===== src/rtl/button_event_decoder_if.sv =====
// Button level in, classified event pulses and the long-press hold level out.
// The decoder takes the slave side and the producer/consumer takes the master side.
interface button_event_decoder_if;
    logic level;
    logic short_press;
    logic long_press;
    logic double_click;
    logic held;

    modport master (
        output level,
        input  short_press,
        input  long_press,
        input  double_click,
        input  held
    );

    modport slave (
        input  level,
        output short_press,
        output long_press,
        output double_click,
        output held
    );
endinterface


===== src/rtl/button_event_decoder.sv =====
// Classifies debounced button presses as short, long or double click. Every output is registered.
// Define BTN_DCLICK_EN to build double-click detection: a release then waits in a gap window.
module button_event_decoder #(
    parameter int unsigned TICK_DIV  = 100000,
    parameter int unsigned LONG_MS   = 1000,
    parameter int unsigned DCLICK_MS = 300
) (
    input  logic                  clk,
    input  logic                  rst_n,
    button_event_decoder_if.slave btn
);
    localparam int unsigned PRE_W  = (TICK_DIV > 1) ? $clog2(TICK_DIV) : 1;
    localparam int unsigned EL_MAX = (LONG_MS > DCLICK_MS) ? LONG_MS : DCLICK_MS;
    localparam int unsigned EL_W   = $clog2(EL_MAX + 1);

    typedef enum logic [2:0] {
        LOCKOUT   = 3'd0,
        IDLE      = 3'd1,
        PRESSED   = 3'd2,
        LONG_HELD = 3'd3,
        GAP       = 3'd4,
        SECOND    = 3'd5
    } state_e;

    state_e          state_q, state_d;
    logic [PRE_W-1:0] pre_q, pre_d;
    logic [EL_W-1:0]  elapsed_q, elapsed_d;
    logic             short_q, short_d;
    logic             long_q, long_d;
    logic             dbl_q, dbl_d;
    logic             held_q, held_d;

    logic             tick;
    logic             timed;
    logic [EL_W-1:0]  el_inc;

    // State, timers and registered outputs
    always_ff @(posedge clk or negedge rst_n) begin
        if (!rst_n) begin
            state_q   <= LOCKOUT;
            pre_q     <= '0;
            elapsed_q <= '0;
            short_q   <= 1'b0;
            long_q    <= 1'b0;
            dbl_q     <= 1'b0;
            held_q    <= 1'b0;
        end else begin
            state_q   <= state_d;
            pre_q     <= pre_d;
            elapsed_q <= elapsed_d;
            short_q   <= short_d;
            long_q    <= long_d;
            dbl_q     <= dbl_d;
            held_q    <= held_d;
        end
    end

    // Next state, event decode and timer update
    always_comb begin
        state_d   = state_q;
        pre_d     = pre_q;
        elapsed_d = elapsed_q;
        short_d   = 1'b0;
        long_d    = 1'b0;
        dbl_d     = 1'b0;
        tick      = (pre_q == PRE_W'(TICK_DIV - 1));
        el_inc    = elapsed_q + EL_W'(1);
        timed     = (state_q == PRESSED);
`ifdef BTN_DCLICK_EN
        timed     = (state_q == PRESSED) || (state_q == GAP);
`endif

        case (state_q)
            LOCKOUT: if (!btn.level) state_d = IDLE;
            IDLE:    if (btn.level)  state_d = PRESSED;
            PRESSED: begin
                // Release is checked first so it wins a tie with the final tick
                if (!btn.level) begin
`ifdef BTN_DCLICK_EN
                    state_d = GAP;
`else
                    short_d = 1'b1;
                    state_d = IDLE;
`endif
                end else if (tick && (el_inc == EL_W'(LONG_MS))) begin
                    long_d  = 1'b1;
                    state_d = LONG_HELD;
                end
            end
            LONG_HELD: if (!btn.level) state_d = IDLE;
`ifdef BTN_DCLICK_EN
            GAP: begin
                // A press wins a tie with the window timeout
                if (btn.level) begin
                    dbl_d   = 1'b1;
                    state_d = SECOND;
                end else if (tick && (el_inc == EL_W'(DCLICK_MS))) begin
                    short_d = 1'b1;
                    state_d = IDLE;
                end
            end
            SECOND: if (!btn.level) state_d = IDLE;
`endif
            default: state_d = LOCKOUT;
        endcase

        // Durations are measured from state entry; untimed states keep the timers cleared
        if ((state_d != state_q) || !timed) begin
            pre_d     = '0;
            elapsed_d = '0;
        end else if (tick) begin
            pre_d     = '0;
            elapsed_d = el_inc;
        end else begin
            pre_d     = pre_q + PRE_W'(1);
        end

        held_d = (state_d == LONG_HELD);
    end

    assign btn.short_press  = short_q;
    assign btn.long_press   = long_q;
    assign btn.double_click = dbl_q;
    assign btn.held         = held_q;
endmodule


===== src/flat_wrapper.sv =====
// flat-port wrapper written by rule: the top's interface ports become plain ports
module button_event_decoder_flat 
#(
    parameter int unsigned TICK_DIV  = 100000,
    parameter int unsigned LONG_MS   = 1000,
    parameter int unsigned DCLICK_MS = 300
)
  (clk, rst_n, btn_level, btn_short_press, btn_long_press, btn_double_click, btn_held);
  button_event_decoder_if btn_i ();
  input  logic clk;
  input  logic rst_n;
  input wire logic [$bits(btn_i.level)-1:0] btn_level;
  output wire logic [$bits(btn_i.short_press)-1:0] btn_short_press;
  output wire logic [$bits(btn_i.long_press)-1:0] btn_long_press;
  output wire logic [$bits(btn_i.double_click)-1:0] btn_double_click;
  output wire logic [$bits(btn_i.held)-1:0] btn_held;
  assign btn_i.level = btn_level;
  assign btn_short_press = btn_i.short_press;
  assign btn_long_press = btn_i.long_press;
  assign btn_double_click = btn_i.double_click;
  assign btn_held = btn_i.held;
  button_event_decoder #(.TICK_DIV(TICK_DIV), .LONG_MS(LONG_MS), .DCLICK_MS(DCLICK_MS)) u_core (.clk(clk), .rst_n(rst_n), .btn(btn_i));
endmodule

===== config.mk =====
export PLATFORM = sky130hd
export DESIGN_NAME = button_event_decoder_flat
export DESIGN_NICKNAME = d
export VERILOG_FILES = /design/src/rtl/button_event_decoder_if.sv /design/src/rtl/button_event_decoder.sv /design/src/flat_wrapper.sv
export SDC_FILE = /design/constraint.sdc
export NUM_CORES = 1
export LEC_CHECK = 0
export ABC_AREA = 1
export CORE_MARGIN = 2
export CORE_UTILIZATION = 45
export DETAILED_ROUTE_END_ITERATION = 8
export SKIP_LAST_GASP = 1
export SYNTH_ARGS = -nofsm -noshare
export SYNTH_HDL_FRONTEND = slang
export SYNTH_SLANG_ARGS = --single-unit
export TNS_END_PERCENT = 1

===== constraint.sdc =====
create_clock -name clk -period 2.89 [get_ports clk]
set_clock_uncertainty 0.15 [all_clocks]
set_input_delay 0.4335 -clock clk [delete_from_list [all_inputs] [get_ports clk]]
set_output_delay 0.4335 -clock clk [all_outputs]
set_load 0.03 [all_outputs]

==> impl_metrics.ini, run 1 <==
[status]
status = completed

[route]
drt_wl_total_um = 3472
drc = 0
drt_iter0_drc = 45
routed-via-count = 1500
viasPerCell = 4.808
first_pass_iters = 4
wire_per_inst_um = 11.13
antenna_left = 0

[finish]
area_growth_syn_to_layout_pct = 10.22
seq_area_um2 = 825.8
layout-drive-gt1-share = 0.1260
instances_no_fill = 312
fillers = 400
final_util = 0.5254
finish.net_count = 267
multiInputGateArea_um2 = 919.6
antenna_cells = 0

[worst_setup_path]
startpoint_type = flop
cp_max_fo = 27
worst-setup-path-type = reg2reg
cp_data_required_time_ns = 2.90
arrival_ns = 2.26
critPathCaptureType = flop

[floorplanning]
core_area_mm2 = 0.004058
die_y_um = 69.57
pin_count = 7
die-area_mm2 = 0.004839
fp.dieW_um = 69.57
core.rowCount = 23
start_util = 0.4767

[timing]
rsz0062_at_grt = no
final.period_utilization = 0.7775
fin_tns_setup_ns = 0
setup_viol = 0
maxSlewViolCount = 0
clock.fmax_mhz = 445.0
holdWs_ns = 0.3496
finalCriticalPeriod_ns = 2.247
finalHoldViolCount = 0

[grt]
grt-ovfl-total = 0
grt_pass1_wl_um = 6223
track_usage = 0.1598
grt_max_degree = 34
grt_antenna_before_repair = 0
grt_pass1_vias = 1442

[place]
place_hpwl_um = 2427
place_inst = 304
io_buffers = 5
place_congestion = 0.8254

[power]
powerDensity_mw_per_mm2 = 443.2
totalPowerFinal_uw = 945.0
p_leak_uw = 0.0009386
vdd_drop_max_mv = 0.3691

[cts]
cts_setup_buffers = 0
root_buffer = clkbuf_8
clk-insertion-delay-late_ns = 0.29
clk_path_buf_depth = 2
path_clk_slew_ns = 0.07
h-tree-depth = 2
cts_resized = 0
cts_tree = done
numCtsBuffers = 5
holdBufCountCts = 0
clock-sinks = 33

[flow_run]
maxCapViolations = 0

[logic_synthesis]
synth_top_flop_cell = dfrtp_1
ys_ff_latch = 33
synthArstFlopShare = 1.000
post_synth_inst_count = 251
synthDistinctLibCells = 30
synth_top_cell_by_area = dfrtp_1
yosysMostFrequentCell = nand2_1
ys_warn_count = 0
synth_area_mm2 = 0.001934
avgSynthCellArea_um2 = 7.707
synth-edff-count = 0
synthTopCellsByCount = nand2_1 (52), inv_1 (39), nor2_1 (34)
yosysSeqAreaShare = 0.4269
synth_top_area_share = 0.4269
synthTopCellsByArea = dfrtp_1 (43%), nand2_1 (10%), inv_1 (7.6%)

[worst_hold_path]
hold_class = reg2reg
final timing paths:
path | startpoint | slack, ns | end | cells past startpoint
max | u_core.pre_q[0] | 0.64 | u_core.pre_q[7] | 12
max reg2reg | u_core.pre_q[0] | 0.64 | u_core.pre_q[7] | 12
max in group asynchronous | rst_n | 1.88 | u_core.pre_q[1] | 2
min | u_core.state_q[2] | 0.35 | u_core.btn.short_press | 1
min in group asynchronous | rst_n | 0.40 | u_core.pre_q[14] | 2
min reg2reg | u_core.state_q[2] | 0.35 | u_core.btn.short_press | 1
placed cells by master, fill, tap and decap left out:
| master | count |
|---|---|
| a31o_2 | 1 |
| nor2_4 | 1 |
| clkbuf_8 | 6 |
| or2_2 | 2 |
| mux2_2 | 2 |
| dfrtp_1 | 33 |
| xnor2_1 | 4 |
| ha_1 | 3 |
| o21ai_0 | 11 |
| inv_2 | 1 |
| nand3_2 | 1 |
| buf_4 | 1 |
| xor2_1 | 6 |
| nand2_2 | 3 |
| nor3_1 | 7 |
| nor2_2 | 12 |
| nand4_1 | 9 |
| nand3b_1 | 3 |
| nor2_1 | 34 |
| nor4_1 | 4 |
| clkbuf_1 | 1 |
| nand3_4 | 1 |
| nand2_1 | 52 |
| clkdlybuf4s50_1 | 5 |
| inv_1 | 39 |
| a21oi_1 | 3 |
| o21bai_1 | 1 |
| conb_1 | 2 |
| bufinv_16 | 1 |
| nand3_1 | 12 |
| o21bai_2 | 1 |
through the flow:
stage | instance area, um^2 | worst slack [ns]
finish | 2132 | 0.6429
global route | 2132 | 0.3128
CTS | 2132 | 0.6017
detailed placement | 2016 | 0.5845
global placement | 2016 | 0.6265
floorplan | 1938 | 0.9971
cells by family (layout without fill, tap and decap cells):
group | count (synthesis) | after routing | share of synthesized area
and+or+nand+nor | 141 | 141 | 0.3448
buffers and inverters | 44 | 54 | 0.09961
DFF | 33 | 33 | 0.4269
AOI/OAI and AO/OA | 17 | 17 | 0.05045
xor gates and xnor gates | 10 | 10 | 0.04528
adders and majority gates | 3 | 3 | 0.01941
muxes | 2 | 2 | 0.01164
other | 1 | 2 | 0.001939
routing by layer:
layer / GRT usage / share of wire
met3: 0.03488 / 0.025
met2: 0.2489 / 0.46
met4: 0.07843 / 0.021
met1: 0.2104 / 0.49
met5: 0 / 0
layout make-up:
cell class | instances | area share
Sequential cell | 33 | 0.3873
Multi-Input combinational cell | 175 | 0.4313
Timing Repair Buffer | 6 | 0.02700
Tap cell | 50 | 0.02934
Clock inverter | 1 | 0.01408
Clock buffer | 7 | 0.04049
Inverter | 40 | 0.07042
power breakdown:
| part | leakage (uW) | internal (uW) | switching [uW] | total, uW |
|---|---|---|---|---|
| sequential | 0.000457 | 465 | 2.13 | 467 |
| combinational | 0.000423 | 8.11 | 19.3 | 27.4 |
| clock | 0.0000585 | 281 | 170 | 451 |
sequential cells by signal (all words and copies together), names as in the netlist:
| register | cells |
|---|---|
| u_core.btn.long_press | 1 |
| u_core.state_q | 3 |
| u_core.elapsed_q | 10 |
| u_core.btn.held | 1 |
| u_core.btn.short_press | 1 |
| u_core.pre_q | 17 |
worst max-delay path: stages, from the launching register on:
cell and delay [ns]:
dfrtp_1 0.38, ha_1 0.20, nand2_1 0.06, inv_1 0.07
nand2_1 0.10, nor2_1 0.13, nand2_2 0.21, nor2_4 0.18
nand3_2 0.07, o21bai_2 0.12, nand2_2 0.08, nand3_4 0.29
nor2_1 0.08
(Power assumes the default switching activity.)
==> run 2: changes to the inputs <==
==> constraint.sdc (replaced) <==
create_clock -name clk -period 2.1 [get_ports clk]
set_clock_uncertainty 0.15 [all_clocks]
set_input_delay 0.315 -clock clk [delete_from_list [all_inputs] [get_ports clk]]
set_output_delay 0.315 -clock clk [all_outputs]
set_load 0.03 [all_outputs]
==> run 2 against run 1 <==
Effect of this change: cell count up 4.8%; global-route usage up 0.39 points; non-clock buffer count grew 12; fmax up 13%; cell area grew 9.2%; highest routed layer unchanged; die area unchanged; first-iteration DRC count up 140%; register-to-register slack lost 0.53 ns; combinational power is 89% higher; clock power rose by 4.7%; flip-flop and latch count unchanged.
==> impl_metrics.ini, run 2 (synthesis gave the netlist of run 1 again) <==
[power]
vdd_drop_max_mv = 0.2904
p_leak_uw = 0.0009839
powerDensity_mw_per_mm2 = 501.0

[floorplanning]
pin_count = 7
core.rowCount = 23
core_area_mm2 = 0.004058
start_util = 0.4767
die-area_mm2 = 0.004839
fp.dieW_um = 69.57
die_y_um = 69.57

[route]
wl_met2_um = 1942
drc = 0
wire_per_inst_um = 12.44
met3_length_um = 127
antenna_left = 0
first_pass_iters = 4
drt_wl_total_um = 4068
met1_length_um = 1963
viasPerCell = 4.893
routed-via-count = 1600
drt_iter0_drc = 109
routed.top_layer = met4

[finish]
antenna_cells = 0
top_regs = u_core.pre_q (17), u_core.elapsed_q (10), u_core.state_q (3)
top_register = u_core.pre_q
final_common_cell = nand2_1
area_growth_syn_to_layout_pct = 20.31
largest_register_ff_count = 17
finish.net_count = 282
mostFrequentLayoutCells = nand2_1 (50), inv_1 (39), nor2_1 (31)
final_util = 0.5735
layout-drive-gt1-share = 0.2310

[cts]
clk_path_buf_depth = 2
numCtsBuffers = 5
path_clk_slew_ns = 0.07
cts_tree = done
h-tree-depth = 2
clk-insertion-delay-late_ns = 0.29
clock-sinks = 33
root_buffer = clkbuf_8
holdBufCountCts = 0

[status]
status = completed

[timing]
max_slew.worst_pin.slew_ns = 0.6256
finalCriticalPeriod_ns = 1.989
final.period_utilization = 0.9474
relSlewSlack = 0.5825
setup_viol = 0
finalHoldViolCount = 0
fin_tns_setup_ns = 0
maxSlewViolCount = 0
clock.fmax_mhz = 502.7

[worst_hold_path]
hold_class = in2async

[flow_run]
maxCapViolations = 0

[place]
io_buffers = 5
place_hpwl_um = 2445
place_congestion = 0.8564

[grt]
grt-ovfl-total = 0
grt_pass1_vias = 1425
grt_pass1_wl_um = 6285
grt_antenna_before_repair = 0
track_usage = 0.1637
grt_max_degree = 34

[worst_setup_path]
startpoint_type = flop
cp_max_fo = 7
arrival_ns = 2.02
reg2reg_from = u_core.elapsed_q[0]
cp_data_required_time_ns = 2.13
critPathCaptureType = flop
worst-setup-path-type = reg2reg
worstSetupStartpoint = u_core.elapsed_q[0]
run 2: cell types whose count changed in the layout (fill, tap and decap cells not counted), sizes merged:
cell	delta
nand3	+3
clkinvlp	+1
clkbuf	-2
clkinv	+2
buf	+12
bufinv	-1
run 2: worst paths after layout:
kind / endpoint / slack [ns] / cells after the start
min: u_core.elapsed_q[3] / 0.27 / 2
min reg2reg: u_core.btn.short_press / 0.37 / 1
max in group asynchronous: u_core.elapsed_q[1] / 1.21 / 2
max: u_core.pre_q[8] / 0.11 / 11
min in group clk: u_core.btn.short_press / 0.37 / 1
max reg2reg: u_core.pre_q[8] / 0.11 / 11
run 2: repair_timing:
item,CTS,global route
pin swaps,0,7
cloned,0,3
setup endpoints to repair,27,28
setup buffers,0,6
resized for setup,0,23
run 2: worst max-delay path, cell delays in order, from the launching register on:
cell,delay (ns)
dfrtp_2,0.46
ha_4,0.19
nand3_4,0.08
inv_1,0.06
nand3_1,0.06
nand2_1,0.09
nor2_4,0.11
nand3_2,0.09
o21bai_4,0.17
nand2_4,0.13
nand3_4,0.21
nor2_1,0.07
run 2: metrics by stage:
step                      hold slack, ns  cells  worst slack, ns  total power, uW  cell area, um^2
final                             0.2691    327           0.1106             1166             2327
after floorplan                  -0.1306    252           0.2071            674.2             1938
after global placement            0.3488    310         -0.04568            696.0             2061
after global routing              0.3352    327        -0.009369             1219             2327
after detailed placement          0.3495    310          -0.1399            696.5             2061
after CTS                         0.2889    318         -0.08295             1172             2147
run 2: area by class of cell:
type	instances	area, um^2
clock inverters	3	17.52
flip-flops and latches	33	829.5
well taps	50	62.56
repair buffers	18	147.6
multi-input cells	178	1051
inverters	40	150.1
fillers	380	1730
clock buffers	5	68.82
run 2: layer usage:
layer,vias to the layer above,GRT usage
met5,-,0
li1,838,-
met4,0,0.05882
met2,22,0.2607
met1,736,0.2091
met3,4,0.05233
run 2: power breakdown:
part | switching (uW) | internal, uW
logic | 35.4 | 16.5
clock network | 243 | 228
registers | 2.96 | 639
total | 282 | 884
